--- src/rtl/marmot_tb_pkg.sv ---
// Shared types and helpers for the Marmot bench monitors: profiler FSM states,
// trap-vector PCs and a saturating increment.
package marmot_tb_pkg;

    typedef enum logic [1:0] {
        IDLE = 2'd0,
        RUN  = 2'd1,
        EXC  = 2'd2
    } state_t;

    localparam logic [31:0] TRAP_PC0 = 32'h0000_0000;
    localparam logic [31:0] TRAP_PC1 = 32'h0000_0002;

    // Increments value unless it already holds the all-ones pattern of the given width.
    function automatic logic [63:0] sat_inc(input logic [63:0] value, input int width);
        logic [63:0] all_ones;
        all_ones = ~({64{1'b1}} << width);
        return (value == all_ones) ? value : value + 64'd1;
    endfunction

endpackage

--- src/rtl/pc_loop_profiler_sat_counter.sv ---
// Saturating up-counter with synchronous clear; clear wins over increment.
module sat_counter
    import marmot_tb_pkg::*;
#(
    parameter int W = 32
) (
    input  logic         clock,
    input  logic         RSTB,
    input  logic         clr,
    input  logic         inc,
    output logic [W-1:0] count
);

    always_ff @(posedge clock) begin
        if (RSTB) begin
            count <= '0;
        end else if (clr) begin
            count <= '0;
        end else if (inc) begin
            count <= W'(sat_inc(64'(count), W));
        end
    end

endmodule

--- src/rtl/pc_loop_profiler.sv ---
// Measures loop iterations from the core monitor PC stream: cycles per iteration,
// min/max, iteration count, and a sticky flag when the PC parks on a trap vector.
module pc_loop_profiler
    import marmot_tb_pkg::*;
#(
    parameter logic [31:0] MARKER_PC = 32'h2000_0000,
    parameter int          EXC_LIMIT = 100,
    parameter int          CNT_W     = 32
) (
    input  logic             clock,
    input  logic             RSTB,
    input  logic [31:0]      pc,
    input  logic             pc_valid,
    output logic             loop_done,
    output logic [CNT_W-1:0] loop_cycles,
    output logic [CNT_W-1:0] loop_count,
    output logic [CNT_W-1:0] min_cycles,
    output logic [CNT_W-1:0] max_cycles,
    output logic             exc_flag,
    output logic [1:0]       state
);

    localparam int               EXC_W      = $clog2(EXC_LIMIT + 2);
    localparam logic [EXC_W-1:0] EXC_THRESH = EXC_W'(EXC_LIMIT);

    state_t           cur;
    state_t           cur_dec;
    logic [31:0]      pc_prev;
    logic [CNT_W-1:0] cyc_cnt;
    logic [EXC_W-1:0] exc_cnt;
    logic [CNT_W-1:0] new_cycles;
    logic             hit;
    logic             trap;
    logic             exc_hit;
    logic             run_hit;

    // A hit is an entry onto the marker, so a PC stalled on it counts only once.
    always_comb begin
        cur_dec    = (cur == RUN || cur == EXC) ? cur : IDLE;
        hit        = pc_valid && (pc == MARKER_PC) && (pc != pc_prev);
        trap       = pc_valid && (pc == TRAP_PC0 || pc == TRAP_PC1);
        exc_hit    = trap && (cur_dec != EXC) && (exc_cnt >= EXC_THRESH);
        run_hit    = (cur_dec == RUN) && hit && !exc_hit;
        new_cycles = CNT_W'(sat_inc(64'(cyc_cnt), CNT_W));
    end

    always_ff @(posedge clock) begin
        if (RSTB) begin
            pc_prev <= '0;
        end else if (pc_valid) begin
            pc_prev <= pc;
        end
    end

    sat_counter #(.W(CNT_W)) u_cyc_cnt (
        .clock (clock),
        .RSTB  (RSTB),
        .clr   (hit && cur_dec != EXC),
        .inc   (cur_dec == RUN),
        .count (cyc_cnt)
    );

    sat_counter #(.W(CNT_W)) u_loop_count (
        .clock (clock),
        .RSTB  (RSTB),
        .clr   (1'b0),
        .inc   (run_hit),
        .count (loop_count)
    );

    // Invalid cycles neither extend nor break a run of trap-vector PCs.
    sat_counter #(.W(EXC_W)) u_exc_cnt (
        .clock (clock),
        .RSTB  (RSTB),
        .clr   (pc_valid && !trap),
        .inc   (trap),
        .count (exc_cnt)
    );

    always_ff @(posedge clock) begin
        if (RSTB) begin
            cur         <= IDLE;
            loop_done   <= 1'b0;
            loop_cycles <= '0;
            min_cycles  <= '1;
            max_cycles  <= '0;
            exc_flag    <= 1'b0;
        end else begin
            loop_done <= 1'b0;
            if (exc_hit) begin
                cur      <= EXC;
                exc_flag <= 1'b1;
            end else begin
                case (cur_dec)
                    IDLE: begin
                        cur <= hit ? RUN : IDLE;
                    end
                    RUN: begin
                        if (run_hit) begin
                            loop_done   <= 1'b1;
                            loop_cycles <= new_cycles;
                            if (new_cycles < min_cycles) min_cycles <= new_cycles;
                            if (new_cycles > max_cycles) max_cycles <= new_cycles;
                        end
                    end
                    EXC: begin
                        cur <= EXC;
                    end
                    default: begin
                        cur <= IDLE;
                    end
                endcase
            end
        end
    end

    assign state = cur;

endmodule

--- config.mk ---
export PLATFORM = sky130hd
export DESIGN_NAME = pc_loop_profiler
export DESIGN_NICKNAME = d
export VERILOG_FILES = /design/src/rtl/marmot_tb_pkg.sv /design/src/rtl/pc_loop_profiler_sat_counter.sv /design/src/rtl/pc_loop_profiler.sv
export SDC_FILE = /design/constraint.sdc
export NUM_CORES = 1
export LEC_CHECK = 0
export CAP_MARGIN = 20
export CORE_MARGIN = 8
export CORE_UTILIZATION = 50
export DETAILED_ROUTE_END_ITERATION = 7
export PLACE_DENSITY = 0.78
export SYNTH_ARGS = -nofsm -noshare
export SYNTH_HDL_FRONTEND = slang
export SYNTH_HIERARCHICAL = 1
export SYNTH_SLANG_ARGS = --single-unit
export TNS_END_PERCENT = 100
--- constraint.sdc ---
create_clock -name clock -period 4.2 [get_ports clock]
set_input_delay 1.05 -clock clock [delete_from_list [all_inputs] [get_ports clock]]
set_output_delay 1.05 -clock clock [all_outputs]
set_load 0.005 [all_outputs]
* Word-level counts from Yosys, hierarchy flattened
Index checks and enable logic that the tools add are counted.
Widths: inputs -> output; s select.
** Storage, ports and cells
- Bits in registers :: 203
- Latch bits :: 0
- Bits in writable memories :: 0
- Bits in read-only memories :: 0
- Bits of input ports :: 35
- Output and inout bits :: 132
- Word-level logic and storage cells :: 63
- Memories kept :: 0
** Cells by class
- $add $sub $neg :: 3
- Multiply operators :: 0
- Div/mod/pow operators :: 0
- Order comparisons :: 3
- Equality and inequality tests :: 12
- Shifts and indexed selects :: 0
- Mux-type cells :: 6
- Bitwise gates (word level) :: 4
- Reduce and logical (&&, ||, !) cells :: 24
** Operator list (number)
- $add 32x1->32 const B :: 2
- $eq 32x32->1 const B :: 2
- $eq 32x2->1 const B :: 1
- $eq 32x30->1 const B :: 1
- $gt 32x32->1 :: 1
- $logic_not 32->1 :: 1
- $lt 32x32->1 :: 1
- $mux 32 :: 1
- $ne 32x32->1 :: 1
- $logic_and 1x1->1 :: 9
- $reduce_and 4->1 :: 2
- $add 7x1->7 const B :: 1
- $eq 7x7->1 const B :: 1
- $ge 7x7->1 const B :: 1
- $pmux 2 s3 :: 1
- $reduce_or 2->1 :: 3
- $eq 2x1->1 const B :: 2
- $eq 2x2->1 const B :: 2
- $mux 2 :: 2
- $ne 2x2->1 const B :: 2
- $not 1->1 :: 4
- $reduce_and 2->1 :: 2
- $reduce_and 3->1 :: 1
- $reduce_or 3->1 :: 1
- 4 further kinds :: 7

* Depth between registers and ports, before layout
- Word-level depth :: 9
- Mapped depth :: 16
- Gate-level depth less buffers :: 14

* Modules after synthesis
Netlist, hierarchy kept.
** Modules (own cells, without submodules)
- pc_loop_profiler :: times used 1, cells each 887, area an instance 7547.2 um^2, sequential area each 2642.5 um^2
- sat_counter (u_cyc_cnt ...) :: times used 2, cells each 191, area an instance 1621.6 um^2, sequential area each 640.6 um^2
- sat_counter (u_exc_cnt) :: times used 1, cells each 37, area an instance 337.8 um^2, sequential area each 140.1 um^2

* Worst setup path after synthesis
OpenSTA, ideal clock, no wires.
- Path kind :: input-to-reg
- Start point :: in pc[22]
- End point :: reg u_loop_count.count[29]
- Setup time :: 0.070 ns
- Data arrival time :: 3.953 ns
- Data required time :: 4.130 ns
- Setup slack :: 0.176 ns
- Stages on the path :: 11
- Buffers on the path :: 1
- Path through :: nor4_1 -> nand4_1 -> nor3_2 -> o2111ai_2 -> inv_2 -> clkbuf_1 -> nand4_1 -> or4_1 -> a211o_1 -> or4_1 -> a21oi_1
** Between the ends
- Word-level cells in the longest chain between the ends :: 8
- Elaborated cells on any way between the ends :: 14
- Classes of those cells :: 3 x eq/ne; 11 x reduce/logical
** RTL lines
- from (decl) :: line pc_loop_profiler.sv:12 : input logic [31:0] pc,
- $eq 32x2->1 / $logic_not 32->1 (equally long branches) :: line pc_loop_profiler.sv:41 : trap = pc_valid && (pc == TRAP_PC0 || pc == TRAP_PC1);
- $logic_or 1x1->1 :: line pc_loop_profiler.sv:41
- $logic_and 1x1->1 :: line pc_loop_profiler.sv:41
- $logic_and 1x1->1 (2 in a row) :: line pc_loop_profiler.sv:42 : exc_hit = trap && (cur_dec != EXC) && (exc_cnt >= EXC_THRESH);
- $logic_not 1->1 :: line pc_loop_profiler.sv:43 : run_hit = (cur_dec == RUN) && hit && !exc_hit;
- $logic_and 1x1->1 (*) :: line pc_loop_profiler.sv:43
- named net run_hit :: line pc_loop_profiler.sv:35 : logic run_hit;
- $reduce_and 2->1 (no source line) (*)
- to (signal assigned) :: line pc_loop_profiler_sat_counter.sv:20 : count <= W'(sat_inc(64'(count), W));
- to (decl) :: line pc_loop_profiler_sat_counter.sv:11 : output logic [W-1:0] count
The timed path passes the listed nets; every way through them passes the cells marked *.
A chain may end at the register's enable or synchronous reset.

* Worst setup path in the final report
- Start point :: reg u_cyc_cnt.count[1]
- End point :: reg min_cycles[20]
** Between the ends
- Word-level cells in the longest chain between the ends :: 4
- Elaborated cells on any way between the ends :: 5
- Classes of those cells :: 1 x add/sub; 1 x order compare; 1 x eq/ne; 1 x mux; 1 x reduce/logical
** RTL lines
- from (decl) :: line pc_loop_profiler_sat_counter.sv:11
- from (signal assigned) :: line pc_loop_profiler_sat_counter.sv:20
- $add 32x1->32 / $eq 32x32->1 (equally long branches) :: line marmot_tb_pkg.sv:18 : return (value == all_ones) ? value : value + 64'd1;
- $mux 32 (*)
- named net new_cycles[12] :: line pc_loop_profiler.sv:31 : logic [CNT_W-1:0] new_cycles;
- $lt 32x32->1 (*) :: line pc_loop_profiler.sv:102 : if (new_cycles < min_cycles) min_cycles <= new_cycles;
- $reduce_and 4->1 (no source line) (*)
- to (signal assigned) :: line pc_loop_profiler.sv:102
- to (decl) :: line pc_loop_profiler.sv:17 : output logic [CNT_W-1:0] min_cycles,
Marked as above.

==> metrics.yaml <==
synthesis:
  synth_mux_area_share_pct: 7.589
  syn_inst: 1306
  synthAdderAreaFrac_pct: 7.758
  async_flop_share_pct: 0
  synth_ff_type: "dfxtp_1"
  synthSimpleGateAreaFrac_pct: 23.62
  seq_area_frac_synth_pct: 36.52
  synth_compound_area_share_pct: 13.28
  synth-edff-count: 0
  netlist_top_cells_area: "dfxtp_1 37%, ha_1 7.8%, mux2i_1 7.3%"
  ys.warnings.count: 6
  synth_most_common_cell: "dfxtp_1"
  synth_top_cell_area_share_pct: 36.52
  synth_xor_area_share_pct: 5.982
  ys_seq_elements: 203
  synthTopCellsByCount: "203 x dfxtp_1, 119 x nand2_1, 111 x a21oi_1, 90 x nor2_1, 83 x inv_1"
  avgSynthCellArea_um2: 8.521
  syn-cell-area_um2: 11130
  synth_area_leader_cell: "dfxtp_1"
  synth.distinct_cells: 64
  synth_top_family_by_area: "simple AND/OR/NAND/NOR gates"
layout:
  fin_util_pct: 66.36
  diodes: 0
  fillCellCount: 1747
  final_nets: 1649
  drive_above_1_share_pct: 12.80
  area_delta_synth_final_pct: 30.14
grt:
  grt_pass1_wl_um: 52030
  grt_max_degree: 78
  antenna_found_initial: 0
  grt-ovfl-total: 0
  track_usage_pct: 23.09
  grt_pass1_vias: 10300
clocking:
  cts.sinks: 203
  clock_latency_ns: 0.51
  cts-hold-fix-buffers: 0
  cts_made_buffers: 23
  clock_path_buffers: 3
  cts_tree: "yes"
  cts_root_buf: "clkbuf_16"
  htreeDepth: 1
  clkTransAtPathRegs_ns: 0.06
min_path:
  min_path_cells: 2
  min_path_type: "flip-flop to flip-flop"
die:
  fp.dieW_um: 165.2
  initial_utilization_pct: 50.99
  core_um2: 21820
  die-area_um2: 27290
  fp.dieH_um: 165.2
  rows: 54
  num_io_pins: 167
worst_setup_path:
  regToRegSetupSlack_ns: 0.17
  reg2reg_to: "min_cycles[20]"
  critPathArrivalTime_ns: 4.42
  criticalPathCategory: "flip-flop to flip-flop"
  worstRegToRegCells: 16
  cp-startpoint: "u_cyc_cnt/count[1]"
  cp-endpoint: "min_cycles[20]"
  crit_fanout: 32
  worstSetupEndpointType: "flip-flop"
  start_kind: "flip-flop"
  required_ns: 4.59
  r2r_start: "u_cyc_cnt/count[1]"
place:
  hpwl_um: 24050
  port_buffers: 166
  preCtsSetupSlack_ns: 0.01062
  place_congestion: 0.9229
drt:
  vias: 10810
  topRoutingLayerUsed: "met4"
  routed_via_density: 5.869
  drt_pass1_iterations: 5
  drc: 0
  dr_wl_met2_um: 15610
  met3RoutedLength_um: 2544
  wl_met1_um: 13780
  wl_um: 32920
  ant_nets: 0
  avgRoutedWirePerCell_um: 17.87
  drt_iter0_drc: 819
power_and_ir_drop:
  p_leak_nw: 6.199
  ir_drop_uv: 271.4
  power_density_nw_per_um2: 284.5
job:
  cap_violations: 0
timing:
  fin_ws_ns: 0.1683
  hold_viol_final: 0
  setup-violations-final: 0
  maxSlewViolCount: 0
  final.min_clock_period_ns: 4.032
  fin_crit_sh_pct: 95.99
  slew_headroom_pct: 36.34
  fmax_mhz: 248.0
  tightest_slew_ns: 0.9534
  clock-skew-final_ns: 0.01419
run_status:
  outcome: "finished, final reports clean"
-- area by class of cell --
cell class	count	area (µm²)	area share, %
clock buffer	30	631.9	4.363
clock inverter	12	117.6	0.8121
inverter	84	315.3	2.177
multi-input combinational	968	6574	45.39
sequential	203	4064	28.06
tap	280	350.3	2.419
timing repair buffer	265	2430	16.78
-- per-stage QoR --
stage               hold WS, ns  total power [mW]  instances  TNS [ns]  area, µm²
floorplan                0.4421             2.081       1307         0      11130
global placement         0.4385             2.148       1796         0      13610
detailed placement       0.4416             2.153       1796         0      13610
CTS                      0.4538             4.142       1838         0      14370
global route             0.4762             4.239       1842  -0.01382      14480
finish                   0.4504             4.120       1842         0      14480
-- layout by cell type (no fill, tap or decap), drive strengths merged, types with 9 or more instances in the layout --
master,n
dfxtp,203
clkdlybuf4s50,164
nand2,119
a21oi,111
buf,101
nor2,90
inv,85
mux2i,81
nor3,78
ha,69
xor2,54
o21ai,51
nand4,50
nand3,38
or3,38
clkbuf,30
nor4,25
xnor2,22
and3,18
and4,15
or4,14
a21o,13
o31ai,13
clkinv,9
a31oi,9
-- cell families (layout without fill, tap and decap cells) --
kind of cell,Yosys count,count (layout)
multiplexers,84,84
AO/OA/AOI/OAI,236,236
other,1,2
AND/OR/NAND/NOR,501,501
XOR/XNOR,76,76
flip-flops,203,203
buffers and inverters,136,391
adder cells (fa/ha/maj),69,69
-- where the power goes --
part | total [mW] | internal, mW | switching [mW] | leakage, nW
combinational | 0.159 | 0.0724 | 0.0871 | 4.18
clock | 2.00 | 1.19 | 0.819 | 0.378
sequential | 1.96 | 1.94 | 0.0120 | 1.64
-- worst min-delay path by stage --
| stage | start | endpoint | slack (ns) |
|---|---|---|---|
| finish | exc_flag | exc_flag | 0.45 |
| global route | loop_cycles[21] | loop_cycles[21] | 0.48 |
| CTS | exc_flag | exc_flag | 0.45 |
| detailed placement | exc_flag | exc_flag | 0.44 |
| global placement | exc_flag | exc_flag | 0.44 |
| floorplan | exc_flag | exc_flag | 0.44 |
-- sequential cells by signal (all words and copies together) (netlist names), 2 cells and up --
register / count
u_exc_cnt/count: 7
pc_prev: 32
u_loop_count/count: 32
state: 2
u_cyc_cnt/count: 32
loop_cycles: 32
min_cycles: 32
max_cycles: 32
-- metal layers --
metal / track usage (%) / vias up
met1: 28.88 / 5118
li1: - / 5188
met2: 39.48 / 433
met5: 0 / -
met4: 7.903 / 0
met3: 3.917 / 71
-- critical path, stage by stage, from the launching register on --
cell      delay (ns)
dfxtp_1         0.34
ha_1            0.21
nand4_1         0.15
or4_4           0.47
o211ai_1        0.25
buf_4           0.16
nor3_1          0.06
xor2_2          0.32
ha_1            0.31
or2_2           0.28
a21oi_1         0.21
o31ai_2         0.12
a311oi_2        0.35
o211ai_4        0.15
buf_12          0.24
mux2i_1         0.19
nand2_1         0.09
-- what timing repair did --
action	in CTS	in global routing
setup buffers	0	3
setup endpoints to repair	2	62
resized for setup	1	13
pin swaps	0	2
Power figures use the tool's default switching activity.
